## src/rtl/io_bus_pkg.sv

```systemverilog
// Shared types and constants for the peripheral io bus initiator.
package io_bus_pkg;

    typedef enum logic [1:0] {
        ST_IDLE    = 2'd0,
        ST_ACCESS  = 2'd1,
        ST_RESP    = 2'd2,
        ST_RECOVER = 2'd3
    } io_state_e;

    // Register offsets of the peripherals decoded behind this master
    localparam int unsigned GPIO_CONFIG_OFS    = 0;
    localparam int unsigned GPIO_SET_OFS       = 4;
    localparam int unsigned GPIO_READ_OFS      = 8;
    localparam int unsigned GPIO_INT_READ_OFS  = 12;
    localparam int unsigned GPIO_INT_CLEAR_OFS = 16;

    // A zero timeout still needs a 1-bit counter to keep the port widths legal
    function automatic int unsigned cnt_width(input int unsigned timeout);
        return (timeout < 1) ? 1 : $clog2(timeout + 1);
    endfunction

endpackage

```

## src/rtl/io_timeout_counter.sv

```systemverilog
// Saturating up-counter flagging the last allowed wait cycle; TIMEOUT_CYCLES=0 never expires.
module io_timeout_counter #(
    parameter int unsigned TIMEOUT_CYCLES = 255,
    parameter int unsigned CNT_W          = 8
) (
    input  logic clk_i,
    input  logic rst_i,
    input  logic clear_i,
    input  logic enable_i,
    output logic expired_o
);

    localparam int unsigned LAST = (TIMEOUT_CYCLES == 0) ? 0 : TIMEOUT_CYCLES - 1;

    logic [CNT_W-1:0] count_q, count_d;

    always_comb begin
        count_d = count_q;
        if (clear_i) begin
            count_d = '0;
        end else if (enable_i && (count_q != '1)) begin
            count_d = count_q + CNT_W'(1);
        end
    end

    always_ff @(posedge clk_i or posedge rst_i) begin
        if (rst_i) count_q <= '0;
        else       count_q <= count_d;
    end

    assign expired_o = (TIMEOUT_CYCLES != 0) && (count_q == CNT_W'(LAST));

endmodule

```

## src/rtl/io_bus_master.sv

```systemverilog
// Single-outstanding io bus initiator: CPU valid/ready request in, one strobed access, registered response.
//  state   | meaning
//  IDLE    | req_ready high, waiting for a CPU request
//  ACCESS  | strobe held, waiting for io_ready or timeout
//  RESP    | resp_valid held until the CPU takes it
//  RECOVER | waiting for the responder to drop io_ready
module io_bus_master
    import io_bus_pkg::*;
#(
    parameter int unsigned ADDR_W         = 32,
    parameter int unsigned DATA_W         = 32,
    parameter int unsigned TIMEOUT_CYCLES = 255
) (
    input  logic              io_clk,
    input  logic              rst,
    input  logic              req_valid,
    output logic              req_ready,
    input  logic              req_write,
    input  logic [ADDR_W-1:0] req_addr,
    input  logic [DATA_W-1:0] req_wdata,
    output logic              resp_valid,
    input  logic              resp_ready,
    output logic [DATA_W-1:0] resp_rdata,
    output logic              resp_err,
    output logic [ADDR_W-1:0] io_addr,
    output logic              io_read,
    output logic              io_write,
    output logic [DATA_W-1:0] io_wdata,
    output logic              read_ready,
    input  logic [DATA_W-1:0] io_rdata,
    input  logic              io_ready
);

    localparam int unsigned CNT_W = cnt_width(TIMEOUT_CYCLES);

    io_state_e         state_q, state_d;
    logic [ADDR_W-1:0] addr_q, addr_d;
    logic [DATA_W-1:0] wdata_q, wdata_d;
    logic              rd_q, rd_d, wr_q, wr_d;
    logic              req_ready_q, req_ready_d;
    logic              resp_valid_q, resp_valid_d;
    logic [DATA_W-1:0] rdata_q, rdata_d;
    logic              err_q, err_d;
    logic              read_ready_q, read_ready_d;
    logic              cnt_clear, cnt_en, expired;

    io_timeout_counter #(
        .TIMEOUT_CYCLES (TIMEOUT_CYCLES),
        .CNT_W          (CNT_W)
    ) u_timeout (
        .clk_i     (io_clk),
        .rst_i     (rst),
        .clear_i   (cnt_clear),
        .enable_i  (cnt_en),
        .expired_o (expired)
    );

    always_comb begin
        state_d      = state_q;
        addr_d       = addr_q;
        wdata_d      = wdata_q;
        rd_d         = rd_q;
        wr_d         = wr_q;
        req_ready_d  = req_ready_q;
        resp_valid_d = resp_valid_q;
        rdata_d      = rdata_q;
        err_d        = err_q;
        read_ready_d = 1'b0;
        cnt_clear    = 1'b0;
        cnt_en       = 1'b0;

        unique case (state_q)
            ST_IDLE: begin
                req_ready_d = 1'b1;
                if (req_valid && req_ready_q) begin
                    addr_d      = req_addr;
                    wdata_d     = req_wdata;
                    rd_d        = !req_write;
                    wr_d        = req_write;
                    req_ready_d = 1'b0;
                    cnt_clear   = 1'b1;
                    state_d     = ST_ACCESS;
                end
            end
            ST_ACCESS: begin
                // io_ready takes priority over a timeout landing in the same cycle
                if (io_ready) begin
                    rd_d         = 1'b0;
                    wr_d         = 1'b0;
                    rdata_d      = wr_q ? '0 : io_rdata;
                    read_ready_d = rd_q;
                    err_d        = 1'b0;
                    resp_valid_d = 1'b1;
                    state_d      = ST_RESP;
                end else if (expired) begin
                    rd_d         = 1'b0;
                    wr_d         = 1'b0;
                    rdata_d      = '0;
                    err_d        = 1'b1;
                    resp_valid_d = 1'b1;
                    state_d      = ST_RESP;
                end else begin
                    cnt_en = 1'b1;
                end
            end
            ST_RESP: begin
                if (resp_ready) begin
                    resp_valid_d = 1'b0;
                    rdata_d      = '0;
                    err_d        = 1'b0;
                    cnt_clear    = 1'b1;
                    if (io_ready) begin
                        state_d = ST_RECOVER;
                    end else begin
                        req_ready_d = 1'b1;
                        state_d     = ST_IDLE;
                    end
                end
            end
            ST_RECOVER: begin
                if (!io_ready || expired) begin
                    req_ready_d = 1'b1;
                    state_d     = ST_IDLE;
                end else begin
                    cnt_en = 1'b1;
                end
            end
            default: state_d = ST_IDLE;
        endcase
    end

    always_ff @(posedge io_clk or posedge rst) begin
        if (rst) begin
            state_q      <= ST_IDLE;
            addr_q       <= '0;
            wdata_q      <= '0;
            rd_q         <= 1'b0;
            wr_q         <= 1'b0;
            req_ready_q  <= 1'b1;
            resp_valid_q <= 1'b0;
            rdata_q      <= '0;
            err_q        <= 1'b0;
            read_ready_q <= 1'b0;
        end else begin
            state_q      <= state_d;
            addr_q       <= addr_d;
            wdata_q      <= wdata_d;
            rd_q         <= rd_d;
            wr_q         <= wr_d;
            req_ready_q  <= req_ready_d;
            resp_valid_q <= resp_valid_d;
            rdata_q      <= rdata_d;
            err_q        <= err_d;
            read_ready_q <= read_ready_d;
        end
    end

    assign req_ready  = req_ready_q;
    assign resp_valid = resp_valid_q;
    assign resp_rdata = rdata_q;
    assign resp_err   = err_q;
    assign io_addr    = addr_q;
    assign io_wdata   = wdata_q;
    assign io_read    = rd_q;
    assign io_write   = wr_q;
    assign read_ready = read_ready_q;

endmodule

```

## config.mk

```make
export PLATFORM = sky130hd
export DESIGN_NAME = io_bus_master
export DESIGN_NICKNAME = d
export VERILOG_FILES = /design/src/rtl/io_bus_pkg.sv /design/src/rtl/io_timeout_counter.sv /design/src/rtl/io_bus_master.sv
export SDC_FILE = /design/constraint.sdc
export NUM_CORES = 1
export LEC_CHECK = 0
export BUFFER_PORTS_ARGS = -buffer_cell sky130_fd_sc_hd__clkbuf_2
export CAP_MARGIN = 20
export CORE_MARGIN = 1.5
export CORE_UTILIZATION = 30
export DETAILED_ROUTE_END_ITERATION = 8
export HOLD_SLACK_MARGIN = 0.08
export SLEW_MARGIN = 20
export SYNTH_ARGS = -nofsm -noshare
export SYNTH_HDL_FRONTEND = slang
export SYNTH_SLANG_ARGS = --single-unit
```

## constraint.sdc

```tcl
create_clock -name io_clk -period 3.2 [get_ports io_clk]
set_clock_uncertainty 0.1 [all_clocks]
set_input_delay 0.32 -clock io_clk [delete_from_list [all_inputs] [get_ports io_clk]]
set_output_delay 0.32 -clock io_clk [all_outputs]
set_load 0.01 [all_outputs]
```

# Word level (Yosys, flattened, before mapping)
# Cells that the tools add are included.
[op_classes]
add_sub_neg = 1
n_eq_ne = 10
muxes = 40
reduce_logical = 15
[ops]
columns = ["cell", "count"]
rows = [
  ["$mux W32", 4],
  ["$pmux W32 S2", 1],
  ["$mux W1", 19],
  ["$mux W8", 2],
  ["$mux W2", 6],
  ["$pmux W1 S2", 6],
  ["$add A8 B1 Y8 const B", 1],
  ["$eq A8 B8 Y1 const B", 1],
  ["$ne A2 B2 Y1 const B", 4],
  ["$ne A8 B8 Y1 const B", 1],
  ["$pmux W2 S4", 1],
  ["$reduce_and A4 Y1", 2],
  ["$reduce_and A3 Y1", 2],
  ["$reduce_bool A2 Y1", 3],
  ["$eq A2 B2 Y1 const B", 2],
  ["$ne A3 B3 Y1 const B", 1],
  ["$pmux W1 S3", 1],
  ["$reduce_bool A3 Y1", 1],
  ["$eq A2 B1 Y1 const B", 1],
  ["$logic_and A1 B1 Y1", 2],
  ["$logic_not A1 Y1", 2],
  ["$logic_not A2 Y1", 1],
  ["$reduce_and A2 Y1", 1],
  ["$logic_or A1 B1 Y1", 1],
]
[totals]
ff_bits = 112
input_bits = 102
output_inout_bits = 102
wordCells = 77

# Depth between registers and ports, before layout
# Gate-level depths: netlist of the first run.
[logic_depth]
word_depth = 7
ltp_mapped = 7
mapped_depth_nobuf = 6

# Hierarchy
# From an unflattened synthesis of the first run, not the netlist that was laid out.
[hier_totals]
hier_cells = 379
area_unflattened_um2 = 4680.7
[by_module_without_submodules]
columns = ["module", "instances", "cells_per_inst", "area_each_um2", "seq_area_each_um2"]
rows = [
  ["io_bus_master", 1, 324, 4156.5, 2603.7],
  ["io_timeout_counter", 1, 55, 524.3, 200.2],
]

# Least setup slack after synthesis of the first run
# Ideal clock, no wire load.
[synth_path]
path_kind = "register -> register"
startpoint = "reg u_timeout.count_q[0]"
endpoint = "reg u_timeout.count_q[5]"
arrival_ns = 1.466
required_ns = 2.960
path_slack_ns = 1.494
stages_incl_launch_ff = 7
synth_period_minus_slack_ns = 1.706
path_cell_list = "dfrtp_1 inv_1 ha_1 o211ai_1 o211ai_2 o311ai_0 o41ai_1"
[synth_via]
elab_chain_cells = 6
elab_cells_between_ends = 12
classes_between = "add/sub (1); eq/ne (2); mux (6); reduce/logical (3)"
[synth_lines]
columns = ["item", "line", "source"]
rows = [
  ["start: declaration", "io_timeout_counter.sv:15", "logic [CNT_W-1:0] count_q, count_d;"],
  ["start signal: assignment", "io_timeout_counter.sv:28", "else count_q <= count_d;"],
  ["$eq A8 B8 Y1", "io_timeout_counter.sv:31", "assign expired_o = (TIMEOUT_CYCLES != 0) && (count_q == CNT_W'(LAST));"],
  ["$mux W1 or $logic_or A1 B1 Y1 (tied branches)", "io_bus_master.sv:95, io_bus_master.sv:121", ""],
  ["$mux W1 (on tied branches)", "io_bus_master.sv:87, io_bus_master.sv:121", ""],
  ["$pmux W1 S2", "io_bus_master.sv:72", "unique case (state_q)"],
  ["$logic_and A1 B1 Y1", "io_timeout_counter.sv:21", "end else if (enable_i && (count_q != '1)) begin"],
  ["$reduce_bool A2 Y1 (no line)", "n/a", ""],
]
# Parallel ways exist; a longest one is shown, timed or not. The select of a mux whose other input is x is not followed.
# A chain may end at the register's enable or synchronous reset.

# Worst setup path in the final report of the first run
[layout_path]
startpoint = "reg u_timeout.count_q[0]"
endpoint = "reg rdata_q[1] (netlist: resp_rdata[1])"
[layout_via]
elab_chain_cells = 3
[layout_lines]
columns = ["item", "line", "source"]
rows = [
  ["$eq A8 B8 Y1", "io_timeout_counter.sv:31", ""],
  ["$ne A3 B3 Y1 (no line)", "n/a", ""],
  ["$reduce_and A3 Y1 (no line)", "n/a", ""],
  ["end signal: assignment", "io_bus_master.sv:152", "rdata_q <= rdata_d;"],
  ["end: declaration", "io_bus_master.sv:42", "logic [DATA_W-1:0] rdata_q, rdata_d;"],
]
# No other way between the ends.

==> impl_metrics.toml, run 1 <==
[critical_path]
required_ns = 3.40
crit_cells = 7
timing.rr.start = "u_timeout.count_q[0]"
critical_path_arrival_ns = 2.24
endpoint = "resp_rdata[1]"
cp_slowest_cell = "dfrtp_1"
r2r_slack_ns = 1.16
cp_cell_sequence = "inv_1, ha_1, nand3_1, o21bai_4, a21oi_2, buf_4, a22o_2"
start_kind = "flip-flop"
critPathTopFamily = "compound AO/OA/AOI/OAI gates"
cp_slowest_stage_delay_ns = 0.45
cp_max_fo = 26
end_kind = "flip-flop"
path_buf_inv = 2
worst_r2r_path_depth = 7
critPathLaunch = "u_timeout.count_q[0]"
path_class = "flip-flop to flip-flop"
r2r_end = "resp_rdata[1]"

[yosys]
yosysSeqAreaShare_pct = 62.8
synth_cell_types = 38
synthCells = 298
avgSynthCellArea_um2 = 15.0
synth_seq_cells = 112
synth_top_area_share_pct = 62.2
synth_xor_area_share_pct = 0.616
synth_flop_cell = "dfrtp_1"
synth_fa_ha_area_share_pct = 0.560
synthSimpleGateAreaFrac_pct = 4.06
synth-edff-count = 0
synthMuxAreaShare_pct = 16.6
synthTopCellsByArea = "dfrtp_1, mux2_2, a22o_2"
async_flop_share_pct = 100
synthesis.area_mm2 = 0.00447
ys.warnings.count = 0
synth.net_count = 402
synth-compound-area-share_pct = 12.4
synth_top_area_cell = "dfrtp_1"
synth_top_family_by_area = "multiplexers"

[clock_network]
root_buffer = "clkbuf_16"
path_clk_slew_ns = 0.08
cts_tree = "yes"
numCtsBuffers = 9
cts_sinks = 112
h-tree-depth = 3
ctsResizeCount = 0
clockBufferDepth = 2
clk_latency_ns = 0.35

[finish]
areaGrowthSynthToFinish_pct = 42.6
final_common_cell = "clkbuf_2"
final_cell_mix = "clkbuf_2, dfrtp_1, mux2_2"
drive_gt1_share_pct = 60.1
diodes = 0
fin_nets = 649

[die]
die_area_mm2 = 0.0156
ios = 204
placementRows = 44
die_y_um = 125
core_mm2 = 0.0145
die_w_um = 125
initial_utilization_pct = 30.7

[sta]
period_minus_slack_ns = 2.04
setup-tns-final_ns = 0
rsz0062_at_grt = "no"
whs_ns = 0.0976
slew_headroom_pct = 66.1
setup_viol = 0
fin_crit_sh_pct = 63.8
worst_pin_slew_ns = 0.509
hold_violations = 0
slew_viol_final = 0
timing.fmax_mhz = 490

[global_routing]
grt_pass1_wl_um = 17500
grt_pass1_vias = 3445
grt_overflow = 0
antenna_found_initial = 0
track_usage_pct = 13.9
grt_max_degree = 65

[route]
antenna_left = 0
wirelength_um = 10600
firstDrtPassIters = 4
wl_per_cell_um = 14.5
drtIter0Drc = 99
num_vias = 3332
viasPerCell = 4.55
drcViolationCount = 0

[worst_hold_path]
hp-class = "input pin to flip-flop"

[placed_design]
hpwl_um = 7380
place.gp.congestion = 0.761
io_buffers = 203

[power_and_ir_drop]
ir_drop_v = 0.000337
power_leakage_nw = 3.13
fin_total_pwr_mw = 5.98
powerDensity_mw_per_mm2 = 939

[flow_run]
drv_cap = 0

[status]
status = "complete, no violations"
[cell usage after synthesis, types with 2 or more instances]
| cell type | n |
|---|---|
| a22o_2 | 32 |
| o21ai_0 | 13 |
| a21oi_1 | 7 |
| nand2_1 | 10 |
| ha_1 | 2 |
| o311ai_0 | 2 |
| buf_2 | 5 |
| nand3_1 | 7 |
| mux2i_1 | 2 |
| inv_1 | 5 |
| nor2_1 | 3 |
| buf_6 | 4 |
| buf_4 | 6 |
| dfrtp_1 | 111 |
| or3_1 | 3 |
| mux2_2 | 64 |
[metrics by stage]
stage | worst slack [ns] | util (%) | std cells | instance area (um2)
2_1_floorplan | 1.42 | - | 298 | 4470
3_3_place_gp | 1.23 | 39.0 | 675 | 5670
3_5_place_dp | 1.15 | 39.0 | 675 | 5670
4_1_cts | 1.13 | 43.8 | 732 | 6360
5_1_grt | 1.02 | 43.8 | 733 | 6370
6_report | 1.16 | 43.8 | 733 | 6370
[where the power goes]
part           total [mW]  internal, mW  switching [mW]
logic                2.39          1.27            1.12
registers            2.51          2.09           0.419
clock network        1.07         0.537           0.537
[area by class of cell]
| class | count | area [um2] |
|---|---|---|
| clock buffer | 9 | 225 |
| clock inverter | 6 | 50.0 |
| fill | 1345 | 8160 |
| inverter | 5 | 22.5 |
| multi-input combinational | 166 | 1530 |
| sequential | 112 | 2800 |
| tap | 184 | 230 |
| timing repair buffer | 251 | 1510 |
[sequential cells by signal (all words and copies together), names as in the netlist]
signal             count
resp_valid             1
state_q                2
req_ready              1
io_write               1
resp_rdata            32
io_read                1
read_ready             1
io_wdata              32
resp_err               1
u_timeout.count_q      8
io_addr               32
[worst min path at each step]
stage / from / endpoint / slack [ns] / cells after the start
final: req_addr[8] / io_addr[8] / 0.1 / 2
after global routing: req_addr[4] / io_addr[4] / 0.08 / 2
after CTS: req_addr[29] / io_addr[29] / 0.08 / 2
after detailed placement: rst / io_wdata[10] / 0.27 / 2
after global placement: rst / io_wdata[11] / 0.26 / 2
after floorplan: io_rdata[0] / resp_rdata[0] / 0.36 / 1
[per-layer routing]
metal	GRT usage [%]	share of wire, %	up-vias
met2	22.2	47	136
li1	-	-	1595
met5	0	0	-
met1	17.5	43	1578
met4	6.08	2.8	0
met3	4.45	6.7	23
[cell families after synthesis]
group           after synthesis
fa+ha+maj                     2
buf+inv                      20
simple gates                 30
xor+xnor                      1
compound gates               67
flops                       112
mux                          66
[timing repair]
action	CTS	global route
endpoints found under the setup margin	0	0
setup buffers	0	0
hold buffers	42	1
hold endpoints to repair	61	1
Power figures use the tool's default switching activity.
==> inputs of run 2 (changes only) <==
--- a/config.mk
+++ b/config.mk
@@ -5,6 +5,7 @@
 export SDC_FILE = /design/constraint.sdc
 export NUM_CORES = 1
 export LEC_CHECK = 0
+export ABC_AREA = 1
 export BUFFER_PORTS_ARGS = -buffer_cell sky130_fd_sc_hd__clkbuf_2
 export CAP_MARGIN = 20
 export CORE_MARGIN = 1.5
==> constraint.sdc (replaced) <==
create_clock -name io_clk -period 1.7 [get_ports io_clk]
set_clock_uncertainty 0.1 [all_clocks]
set_input_delay 0.17 -clock io_clk [delete_from_list [all_inputs] [get_ports io_clk]]
set_output_delay 0.17 -clock io_clk [all_outputs]
set_load 0.01 [all_outputs]
==> run 2 against run 1 <==
  * Fmax grew 29%
  * Global-route usage grew 2.2 points
  * Cell count increased by 40%
  * Clock power up 120%
  * Critical path type unchanged
  * Critical endpoint is now resp_rdata[26]
  * Highest routed layer unchanged
==> impl_metrics.toml, run 2 <==
[finish]
multiInputGateArea_mm2 = 0.00162
final_common_cell = "nand2_1"
diodes = 0
final_cell_mix = "nand2_1, clkbuf_2, dfrtp_1"
final_core_utilization_pct = 47.6
ff_latch_area_mm2 = 0.00280
drive_gt1_share_pct = 29.8
fill_cells = 1448
fin_nets = 939
areaGrowthSynthToFinish_pct = 55.4
fin_area_mm2 = 0.00721

[critical_path]
cp_cell_sequence = "inv_2, ha_1, inv_1, nor2_1, nand2_2, nand2_4, nand2_8, nand2_1, nand2_1"
cp_max_fo = 33
critical_path_arrival_ns = 1.73
end_kind = "flip-flop"
r2r_end = "resp_rdata[26]"
start_kind = "flip-flop"
timing.rr.start = "u_timeout.count_q[0]"
worst_r2r_path_depth = 9
cp_slowest_stage_delay_ns = 0.42
required_ns = 1.85
path_class = "flip-flop to flip-flop"
r2r_slack_ns = 0.12
crit_top_cell = "nand2_1"
cp_slowest_cell = "dfrtp_1"

[power_and_ir_drop]
p_int_mw = 7.05
power_leakage_nw = 4.10
ir_drop_v = 0.000598
fin_total_pwr_mw = 11.4
p_sw_share_pct = 38.4
p_clk_share_pct = 20.5
combPwrFrac_pct = 39.8
power_switching_mw = 4.39
seqPwrFrac_pct = 39.7
powerDensity_mw_per_mm2 = 1590

[placed_design]
hpwl_um = 8040
place_area_mm2 = 0.00585
io_buffers = 203
place.gp.congestion = 0.768

[sta]
setup_viol = 0
timing.fmax_mhz = 632
setup-tns-final_ns = 0
whs_ns = 0.231
slew_headroom_pct = 66.8
hold_violations = 0
worst_pin_slew_ns = 0.498
slew_viol_final = 0
period_minus_slack_ns = 1.58
fin_crit_sh_pct = 93.0
rsz0062_at_grt = "yes"

[global_routing]
grt_overflow = 0
track_usage_pct = 16.2
antenna_found_initial = 0
grt_max_degree = 88
grt_pass1_wl_um = 20600
grt_pass1_vias = 4303

[clock_network]
numCtsBuffers = 9
path_clk_slew_ns = 0.07
cts_sinks = 112
cts_tree = "yes"
clockBufferDepth = 2
root_buffer = "clkbuf_16"
clk_latency_ns = 0.35
h-tree-depth = 3

[yosys]
synth_common_cells = "nand2_1, dfrtp_1, nand3_1"
async_flop_share_pct = 100
yosysSeqAreaShare_pct = 60.4
synth_top_area_share_pct = 59.9
synthesis.area_mm2 = 0.00464
synth_top_area_cell = "dfrtp_1"
synth_seq_cells = 112
synthTopCellsByArea = "dfrtp_1, nand2_1, nand3_1"
synth_cell_types = 26
synth_most_common_cell = "nand2_1"
synthCells = 533
synth-edff-count = 0
avgSynthCellArea_um2 = 8.70
synth_flop_cell = "dfrtp_1"
ys.warnings.count = 0
synth.net_count = 637

[worst_hold_path]
min_to = "state_q[1]"
hp-start = "req_valid"
hp-class = "input pin to flip-flop"
hold_depth = 5

[route]
drtIter0Drc = 195
viasPerCell = 4.27
firstDrtPassIters = 4
drcViolationCount = 0
wirelength_um = 13000
wl_per_cell_um = 12.6
num_vias = 4389
antenna_left = 0

[die]
initial_utilization_pct = 30.6
die_w_um = 127
placementRows = 45
die_y_um = 127
ios = 204
die_area_mm2 = 0.0162
core_mm2 = 0.0151

[flow_run]
drv_cap = 0

[status]
status = "complete, no violations"
-- run 2: cell type report --
type,count,area share (%)
Sequential cell,112,38.9
Timing Repair Buffer,312,29.8
Multi-Input combinational cell,382,22.4
Clock buffer,12,3.56
Tap cell,188,3.26
Clock inverter,4,1.06
Inverter,18,0.989
-- run 2: layer usage --
layer | track usage [%] | vias up | part of all wire [%]
li1 | - | 2220 | -
met1 | 20.2 | 1994 | 44
met2 | 26.3 | 142 | 47
met3 | 3.18 | 33 | 5.0
met4 | 9.29 | 0 | 3.9
met5 | 0 | - | 0
-- run 2: logic make-up (layout without fill, tap and decap cells) --
logic type               after synthesis  count (layout)  share of synthesized area, %
AO/OA/AOI/OAI                         10              10                          1.35
flip-flops                           112             112                          60.4
AND/OR/NAND/NOR                      365             365                          31.5
XOR/XNOR                               5               5                         0.944
adder cells (fa/ha/maj)                2               2                         0.539
buffers and inverters                 39             346                          5.21
-- run 2: timing repair --
action / in CTS / in global routing
resized for setup: 0 / 8
endpoints found under the setup margin: 0 / 44
hold buffers: 100 / 0
endpoints found under the hold margin: 212 / 0
buffers inserted: 0 / 1
-- run 2: worst max-delay path by stage --
stage                         startpoint             end  depth (start not counted)
floorplan                            rst      io_addr[0]                          1
global placement    u_timeout.count_q[0]        resp_err                          9
detailed placement  u_timeout.count_q[0]        resp_err                          9
CTS                 u_timeout.count_q[0]        resp_err                          9
global route        u_timeout.count_q[0]   resp_rdata[9]                          9
finish              u_timeout.count_q[0]  resp_rdata[26]                          9
-- run 2: metrics by stage --
step                instances  setup WS [ns]
finish                   1028          0.119
global route             1028       -0.00194
CTS                      1027        0.00515
detailed placement        911         0.0231
global placement          911         0.0698
floorplan                 533         0.0734
-- run 2: power groups by stage --
stage          registers, mW  clock network, mW  logic, mW
6_report                4.54               2.34       4.55
5_1_grt                 4.68               2.52       5.09
4_1_cts                 4.53               2.42       4.55
3_5_place_dp            4.56                  0       4.37
3_3_place_gp            4.57                  0       4.29
2_1_floorplan           5.06                  0       2.12
-- run 2: critical path, delay by kind of cell, from the launching register on --
kind                       cells  cell delay (ns)
DFF                            1             0.42
adders and majority gates      1             0.14
buffers and inverters          2             0.12
and+or+nand+nor                6             0.66
